**src/rtl/seq_rshifter_if.sv**
```systemverilog
// Handshake and operand bundle between the ALU control FSM (master) and the
// multi-cycle right shifter (slave).
interface seq_rshifter_if #(
    parameter int WIDTH = 16,
    parameter int CNT_W = 4
);
    logic             start;
    logic [WIDTH-1:0] In;
    logic [CNT_W-1:0] Cnt;
    logic [1:0]       Op;
    logic             busy;
    logic             done;
    logic [WIDTH-1:0] Out;

    modport master (output start, In, Cnt, Op, input busy, done, Out);
    modport slave  (input start, In, Cnt, Op, output busy, done, Out);
endinterface

```
**src/rtl/seq_rshifter.sv**
```systemverilog
// Multi-cycle 16-bit right shifter/rotator: resolves one shift-amount bit per
// clock through a single shared shift stage, with fixed CNT_W-cycle latency.
module seq_rshifter #(
    parameter int WIDTH = 16,
    parameter int CNT_W = 4
) (
    input  logic           clk,
    input  logic           rst,
    seq_rshifter_if.slave  bus
);
    localparam int STEP_W = (CNT_W > 1) ? $clog2(CNT_W) : 1;

    typedef enum logic [0:0] {
        IDLE  = 1'b0,
        SHIFT = 1'b1
    } state_t;

    // One right shift/rotate by sh_amt; SRA fill relies on acc keeping the captured sign in its MSB.
    function automatic logic [WIDTH-1:0] shift_stage(
        input logic [WIDTH-1:0] val,
        input logic [1:0]       op,
        input logic [CNT_W-1:0] sh_amt
    );
        case (op)
            2'b01:   shift_stage = $signed(val) >>> sh_amt;
            2'b10:   shift_stage = WIDTH'({val, val} >> sh_amt);
            default: shift_stage = val >> sh_amt;
        endcase
    endfunction

    state_t            state_r, state_s;
    logic [WIDTH-1:0]  acc_r, acc_s;
    logic [CNT_W-1:0]  cnt_r, cnt_s;
    logic [1:0]        op_r, op_s;
    logic [STEP_W-1:0] step_r, step_s;
    logic [WIDTH-1:0]  out_r, out_s;
    logic              busy_r, busy_s;
    logic              done_r, done_s;
    logic [CNT_W-1:0]  sh_amt_s;
    logic [WIDTH-1:0]  stage_s;

    assign sh_amt_s = CNT_W'(1) << step_r;
    assign stage_s  = shift_stage(acc_r, op_r, sh_amt_s);

    // Next-state and datapath decode; done defaults low so it can only ever pulse.
    always_comb begin
        state_s = state_r;
        acc_s   = acc_r;
        cnt_s   = cnt_r;
        op_s    = op_r;
        step_s  = step_r;
        out_s   = out_r;
        busy_s  = busy_r;
        done_s  = 1'b0;
        case (state_r)
            IDLE: begin
                if (bus.start) begin
                    acc_s   = bus.In;
                    cnt_s   = bus.Cnt;
                    op_s    = bus.Op;
                    step_s  = '0;
                    busy_s  = 1'b1;
                    state_s = SHIFT;
                end else begin
                    busy_s  = 1'b0;
                    state_s = IDLE;
                end
            end
            SHIFT: begin
                if (cnt_r[step_r]) begin
                    acc_s = stage_s;
                end else begin
                    acc_s = acc_r;
                end
                step_s = step_r + STEP_W'(1);
                if (step_r == STEP_W'(CNT_W - 1)) begin
                    out_s   = acc_s;
                    done_s  = 1'b1;
                    busy_s  = 1'b0;
                    state_s = IDLE;
                end else begin
                    busy_s  = 1'b1;
                    state_s = SHIFT;
                end
            end
            default: begin
                busy_s  = 1'b0;
                state_s = IDLE;
            end
        endcase
    end

    // State and datapath registers; reset aborts any operation in flight.
    always_ff @(posedge clk or posedge rst) begin
        if (rst) begin
            state_r <= IDLE;
            acc_r   <= '0;
            cnt_r   <= '0;
            op_r    <= 2'b00;
            step_r  <= '0;
            out_r   <= '0;
            busy_r  <= 1'b0;
            done_r  <= 1'b0;
        end else begin
            state_r <= state_s;
            acc_r   <= acc_s;
            cnt_r   <= cnt_s;
            op_r    <= op_s;
            step_r  <= step_s;
            out_r   <= out_s;
            busy_r  <= busy_s;
            done_r  <= done_s;
        end
    end

    assign bus.busy = busy_r;
    assign bus.done = done_r;
    assign bus.Out  = out_r;
endmodule

```
**src/flat_wrapper.sv**
```systemverilog
// flat-port wrapper written by rule: the top's interface ports become plain ports
module seq_rshifter_flat 
#(
    parameter int WIDTH = 16,
    parameter int CNT_W = 4
)
  (clk, rst, bus_start, bus_In, bus_Cnt, bus_Op, bus_busy, bus_done, bus_Out);
  seq_rshifter_if #(.WIDTH(WIDTH), .CNT_W(CNT_W)) bus_i ();
  input  logic clk;
  input  logic rst;
  input wire logic [$bits(bus_i.start)-1:0] bus_start;
  input wire logic [$bits(bus_i.In)-1:0] bus_In;
  input wire logic [$bits(bus_i.Cnt)-1:0] bus_Cnt;
  input wire logic [$bits(bus_i.Op)-1:0] bus_Op;
  output wire logic [$bits(bus_i.busy)-1:0] bus_busy;
  output wire logic [$bits(bus_i.done)-1:0] bus_done;
  output wire logic [$bits(bus_i.Out)-1:0] bus_Out;
  assign bus_i.start = bus_start;
  assign bus_i.In = bus_In;
  assign bus_i.Cnt = bus_Cnt;
  assign bus_i.Op = bus_Op;
  assign bus_busy = bus_i.busy;
  assign bus_done = bus_i.done;
  assign bus_Out = bus_i.Out;
  seq_rshifter #(.WIDTH(WIDTH), .CNT_W(CNT_W)) u_core (.clk(clk), .rst(rst), .bus(bus_i));
endmodule
```
**config.mk**
```make
export PLATFORM = sky130hd
export DESIGN_NAME = seq_rshifter_flat
export DESIGN_NICKNAME = d
export VERILOG_FILES = /design/src/rtl/seq_rshifter_if.sv /design/src/rtl/seq_rshifter.sv /design/src/flat_wrapper.sv
export SDC_FILE = /design/constraint.sdc
export NUM_CORES = 1
export LEC_CHECK = 0
export BUFFER_PORTS_ARGS = -buffer_cell sky130_fd_sc_hd__buf_2
export CORE_AREA = 2 2 93 95
export DETAILED_ROUTE_END_ITERATION = 6
export DIE_AREA = 0 0 95 97
export PLACE_DENSITY = 0.63
export SYNTH_ARGS = -nofsm -noshare
export SYNTH_HDL_FRONTEND = slang
export SYNTH_SLANG_ARGS = --single-unit
```
**constraint.sdc**
```tcl
create_clock -name clk -period 2.3 [get_ports clk]
set_clock_uncertainty 0.1 [all_clocks]
set_input_delay 0.23 -clock clk [delete_from_list [all_inputs] [get_ports clk]]
set_output_delay 0.23 -clock clk [all_outputs]
set_load 0.02 [all_outputs]
```
# --- Word-level counts from Yosys, hierarchy flattened ---
# Index checks and enable logic that the tools add are counted.
classes:
  n_lt_le_gt_ge: 1
  muxes: 13
  n_eq_ne: 4
  addsub: 1
  n_bitwise: 1
  n_reduce_logical: 2
  shifts: 4
ops:
  columns: ["operator", "count"]
  rows:
  - ["one-hot mux 16 bit (2 select lines)", 2]
  - ["2-to-1 mux 16 bit", 2]
  - ["right shift 32 x 4 -> 16 bit", 1]
  - ["right shift 16 x 4 -> 16 bit", 1]
  - [">>> shifter 16 x 4 -> 16 bit", 1]
  - ["2-to-1 mux 1 bit", 5]
  - ["equality test 2 bit (second input constant)", 2]
  - ["one-hot mux 2 bit (2 select lines)", 1]
  - ["AND reduction 2 bit", 2]
  - ["left shift 1 x 2 -> 4 bit (first input constant)", 1]
  - ["< comparator 2 x 3 -> 1 bit (second input constant)", 1]
  - ["adder 2 x 1 -> 2 bit (second input constant)", 1]
  - ["binary-select mux 1 bit (select 2 bit)", 1]
  - ["equality test 2 x 1 -> 1 bit (second input constant)", 1]
  - ["2-to-1 mux 2 bit", 1]
  - ["!= test 2 bit (second input constant)", 1]
  - ["one-hot mux 1 bit (2 select lines)", 1]
  - ["NOT 1 bit", 1]
word_totals:
  input_bits: 25
  reg_bits: 42
  elab_cells: 33

# --- Longest topological paths before layout ---
depth:
  word_depth: 5
  mapped_depth: 10
  depth_no_buf: 7

# --- Worst setup path after synthesis ---
# No wires, ideal clock.
synth_timing:
  path_type: "reg-to-reg"
  from: "reg u_core.step_r[1]"
  to: "reg u_core.acc_r[14]"
  path_slack_ps: -142
  setup_time_ps: 134
  arrival_ps: 2208
  path_stages_with_launch: 9
  path_buffers: 1
  t_required_ps: 2066
  cell_sequence: "dfrtp_1 inv_1 ha_1 buf_6 mux2_4 mux4_2 and3_4 a222oi_1 o21ai_1"
synth_via:
  elab_chain_cells: 5
  word_cells_on_any_way: 9
  cone_classes: "shift: 4; mux: 5"
synth_lines:
  columns: ["element", "line", "rtl"]
  rows:
  - ["start: declaration", "seq_rshifter.sv:35", "logic [STEP_W-1:0] step_r, step_s;"]
  - ["start signal: assignment", "seq_rshifter.sv:109", "step_r <= step_s;"]
  - ["left shift 1 x 2 -> 4 bit", "seq_rshifter.sv:42", "assign sh_amt_s = CNT_W'(1) << step_r;"]
  - ["right shift 16 x 4 -> 16 bit, or another cell as far along", "seq_rshifter.sv:27", "default: shift_stage = val >> sh_amt;"]
  - ["one-hot mux 16 bit (2 select lines)", "seq_rshifter.sv:24", "case (op)"]
  - ["2-to-1 mux 16 bit (*)", "seq_rshifter.sv:70", "if (cnt_r[step_r]) begin"]
  - ["one-hot mux 16 bit (2 select lines) (*)", "seq_rshifter.sv:55", "case (state_r)"]
  - ["end signal: assignment", "seq_rshifter.sv:106", "acc_r <= acc_s;"]
  - ["end: declaration", "seq_rshifter.sv:32", "logic [WIDTH-1:0] acc_r, acc_s;"]
# Every way passes the cells marked *; elsewhere a longest branch is shown, timed or not. The select of a mux whose other input is x is not followed.
# A chain may end at the register's enable or synchronous reset.

# --- Final worst setup path ---
# Same ends and word-level chain as after synthesis.

==> qor_table.md <==
| Quantity | Reported | Unit |
| --- | --- | --- |
| Maximum number of pins on one net before global-route repair | 25 | - |
| Finished layout cell area | 0.00451 | mm2 |
| Final routed wirelength across all metal layers | 12500 | um |
| Fraction of registers with async set or reset after synthesis | 100 | % |
| GR Overflow Total | 0 | - |
| # nets final | 505 | - |
| Cell at the root of the clock tree | sky130_fd_sc_hd__clkbuf_8 | - |
| Final-report setup violation count | 7 | - |
| # DRC | 0 | - |
| Number of pins with negative max-slew slack in the final report | 0 | - |
| Average via count per standard cell | 6.07 | - |
| Count of standard-cell rows | 33 | - |
| Antenna violations before repair | 0 | - |
| Vias in the first global route | 3417 | - |
| Floorplan die height | 97 | um |
| Final critical delay including setup and external delays | 2.35 | ns |
| Worst endpoint required time | 2.38 | ns |
| Gr usage total | 27.1 | % |
| Most used cells in the layout excluding fill and tap cells | sky130_fd_sc_hd__buf_4, sky130_fd_sc_hd__nand2_1, sky130_fd_sc_hd__buf_2, sky130_fd_sc_hd__dfrtp_1, sky130_fd_sc_hd__nor2_1 | - |
| Rel. slew slack | 34.8 | % |
| RSZ-0062 raised after global routing | true | - |
| Type of the worst min-delay path | input port to flip-flop | - |
| Largest fanout of any net on the critical path | 8 | - |
| Fraction of layout instances using a drive strength above 1 | 44.5 | % |
| Netlist area before placement | 0.00323 | mm2 |
| Synth-to-Final Area Change | 39.7 | % |
| Maximum number of buffers from clock root to sink | 2 | - |
| Total vias in the final route | 3527 | - |
| Synth Register Bits | 42 | - |
| Startpoint class of the critical path | flip-flop | - |
| Number of instances in the synthesized netlist | 369 | - |
| Number of nets with antenna violations after routing | 0 | - |
| Primary flip-flop cell chosen by synthesis mapping | sky130_fd_sc_hd__dfrtp_1 | - |
| Count of final hold-check violations | 0 | - |
| Period Utilization, post-route | 102 | % |
| Total negative slack | -0.213 | ns |
| Number of cells traversed by the worst register-to-register path | 7 | - |
| Global-route wire length before repair | 18900 | um |
| Die width | 95 | um |
| Initial cell density of the core | 39.7 | % |
| Clock buffers created by TritonCTS | 5 | - |
| Clk Latency, worst-skew pair | 0.30 | ns |
| Top Ports | 43 | - |
| CTS tree | built | - |
| Endpoint class of the critical path | flip-flop | - |
| Max Freq | 0.426 | GHz |
| Antenna cells | 0 | - |
| Arrival time at the worst endpoint | 2.43 | ns |
| Number of buffer cells added on primary ports | 42 | - |
| Count of non-filler cells in the finished layout | 581 | - |
| Total iterations of the first detailed-routing run | 5 | - |
| Hold Worst Slack | 0.00538 | ns |
| Most common cell after layout, fill and taps aside | sky130_fd_sc_hd__buf_4 | - |
| Clk pin slew, worst setup/hold paths | 0.10 | ns |
| Number of DRC markers after the initial detailed-route iteration | 287 | - |
| Weighted congestion reported at the end of routability-driven placement | 1.07 | - |
| Die Area | 0.00922 | mm2 |
| Violations in the final reports | negative setup slack | - |
| Estimated wirelength of the detail-placed design | 9300 | um |
| Net count after synthesis | 399 | - |
| Status | finished, violations left | - |
| Share of Yosys cell area claimed by the top area cell type | 32.5 | % |
| Core area | 0.00813 | mm2 |
| Proportion of synthesized chip area in sequential cells | 32.5 | % |
| Max Cap Viol | 0 | - |
| Cells on Worst Hold Path | 3 | - |
| Placed instance area | 0.00402 | mm2 |
| Transition time of the tightest slew-check pin | 0.977 | ns |
| Worst path setup slack after routing | -0.0471 | ns |
| Number of H-tree branching levels | 2 | - |
| Clock sinks | 42 | - |
| Synth unique cells | 57 | - |
| Instance count after placement with tap cells included | 560 | - |
| Cell type contributing the most total cell area after synthesis | sky130_fd_sc_hd__dfrtp_1 | - |
| Drt wl/cell | 21.6 | um |
| Synthesis warning total | 0 | - |
| Largest cells by area after synthesis | sky130_fd_sc_hd__dfrtp_1, sky130_fd_sc_hd__mux2i_1, sky130_fd_sc_hd__mux4_2 | - |
| Critical path class | flip-flop to flip-flop | - |
| Number of enable flip-flop cells after synthesis | 0 | - |
| Mean Syn Cell Area | 8.76 | um2 |
critical path: stages, from the launching register on:
cell and delay [ns]:
sky130_fd_sc_hd__dfrtp_1 0.40, sky130_fd_sc_hd__inv_2 0.12, sky130_fd_sc_hd__ha_4 0.25, sky130_fd_sc_hd__mux2_4 0.33
sky130_fd_sc_hd__mux4_2 0.48, sky130_fd_sc_hd__and3_4 0.20, sky130_fd_sc_hd__a222oi_1 0.25, sky130_fd_sc_hd__o21ai_1 0.10
logic make-up after synthesis:
family,Yosys count,share of synthesized area [%]
muxes,49,19.5
and+or+nand+nor,115,16.9
buffers and inverters,37,4.84
adders and majority gates,5,1.94
AOI/OAI and AO/OA,121,24.3
DFF,42,32.5
cells in the mapped netlist (2+ instances only):
library cell / number
sky130_fd_sc_hd__o211ai_1: 4
sky130_fd_sc_hd__a221o_1: 2
sky130_fd_sc_hd__nor2b_1: 5
sky130_fd_sc_hd__a21oi_1: 20
sky130_fd_sc_hd__dfrtp_1: 42
sky130_fd_sc_hd__clkbuf_1: 21
sky130_fd_sc_hd__or3_1: 4
sky130_fd_sc_hd__and3b_1: 2
sky130_fd_sc_hd__o22a_1: 2
sky130_fd_sc_hd__a31oi_1: 12
sky130_fd_sc_hd__ha_1: 5
sky130_fd_sc_hd__or2_2: 2
sky130_fd_sc_hd__o221ai_1: 2
sky130_fd_sc_hd__and2_1: 4
sky130_fd_sc_hd__o21ai_0: 29
sky130_fd_sc_hd__and3_1: 6
sky130_fd_sc_hd__a21o_1: 2
sky130_fd_sc_hd__clkinv_1: 3
sky130_fd_sc_hd__mux2_2: 17
sky130_fd_sc_hd__nand2b_1: 3
sky130_fd_sc_hd__mux4_2: 9
sky130_fd_sc_hd__a22oi_1: 5
sky130_fd_sc_hd__inv_1: 6
sky130_fd_sc_hd__o31ai_1: 5
sky130_fd_sc_hd__nor3_1: 6
sky130_fd_sc_hd__nand3_1: 8
sky130_fd_sc_hd__mux2i_1: 22
sky130_fd_sc_hd__nand2_1: 44
sky130_fd_sc_hd__buf_2: 5
sky130_fd_sc_hd__o22ai_1: 17
sky130_fd_sc_hd__a311oi_1: 3
sky130_fd_sc_hd__a21boi_0: 3
sky130_fd_sc_hd__nor2_1: 25
registers in the layout, summed over array words and instances (netlist names):
register and flops:
u_core.acc_r 16, u_core.bus.Out 16, u_core.bus.busy 1, u_core.bus.done 1, u_core.cnt_r 4, u_core.op_r 2
u_core.step_r 2
cell type report:
class                      instances  area [um2]
tap                              105         131
timing repair buffer             127         897
fill                             755        3620
multi-input combinational        290        2290
clock inverter                     1        30.0
sequential                        42        1050
inverter                           9        38.8
clock buffer                       7        76.3
worst paths after layout:
| kind | start | end | slack (ns) |
|---|---|---|---|
| max | u_core.step_r[1] | u_core.acc_r[14] | -0.05 |
| min | bus_Cnt[0] | u_core.cnt_r[0] | 0.005 |
| max reg2reg | u_core.step_r[1] | u_core.acc_r[14] | -0.05 |
| min reg2reg | u_core.bus.Out[0] | u_core.bus.Out[0] | 0.38 |
| max in group asynchronous | rst | u_core.cnt_r[3] | 0.99 |
| min in group asynchronous | rst | u_core.acc_r[13] | 0.38 |
routing by layer:
metal,up-vias,share of wire (%),track usage [%]
met1,1705,44,38.6
met2,180,46,42.3
met5,-,0,0
li1,1610,-,-
met4,0,3.1,8.03
met3,32,7.1,4.21
metrics by stage:
stage,utilization [%],worst slack (ns)
finish,55.5,-0.0471
floorplan,-,-0.00417
detailed placement,49.4,-0.155
global route,55.5,-0.114
CTS,52.4,-0.0513
global placement,49.4,-0.0962
timing repair:
| action | in CTS | in global routing |
|---|---|---|
| hold buffers | 1 | 0 |
| hold endpoints to repair | 18 | 0 |
| setup endpoints to repair | 24 | 31 |
| buffers inserted | 5 | 9 |
| resized for setup | 25 | 55 |
| pin swaps | 5 | 22 |
Power is left out: the tool's default activity adds up to more than one toggle a clock period on the data nets, which glitch-free logic cannot reach.
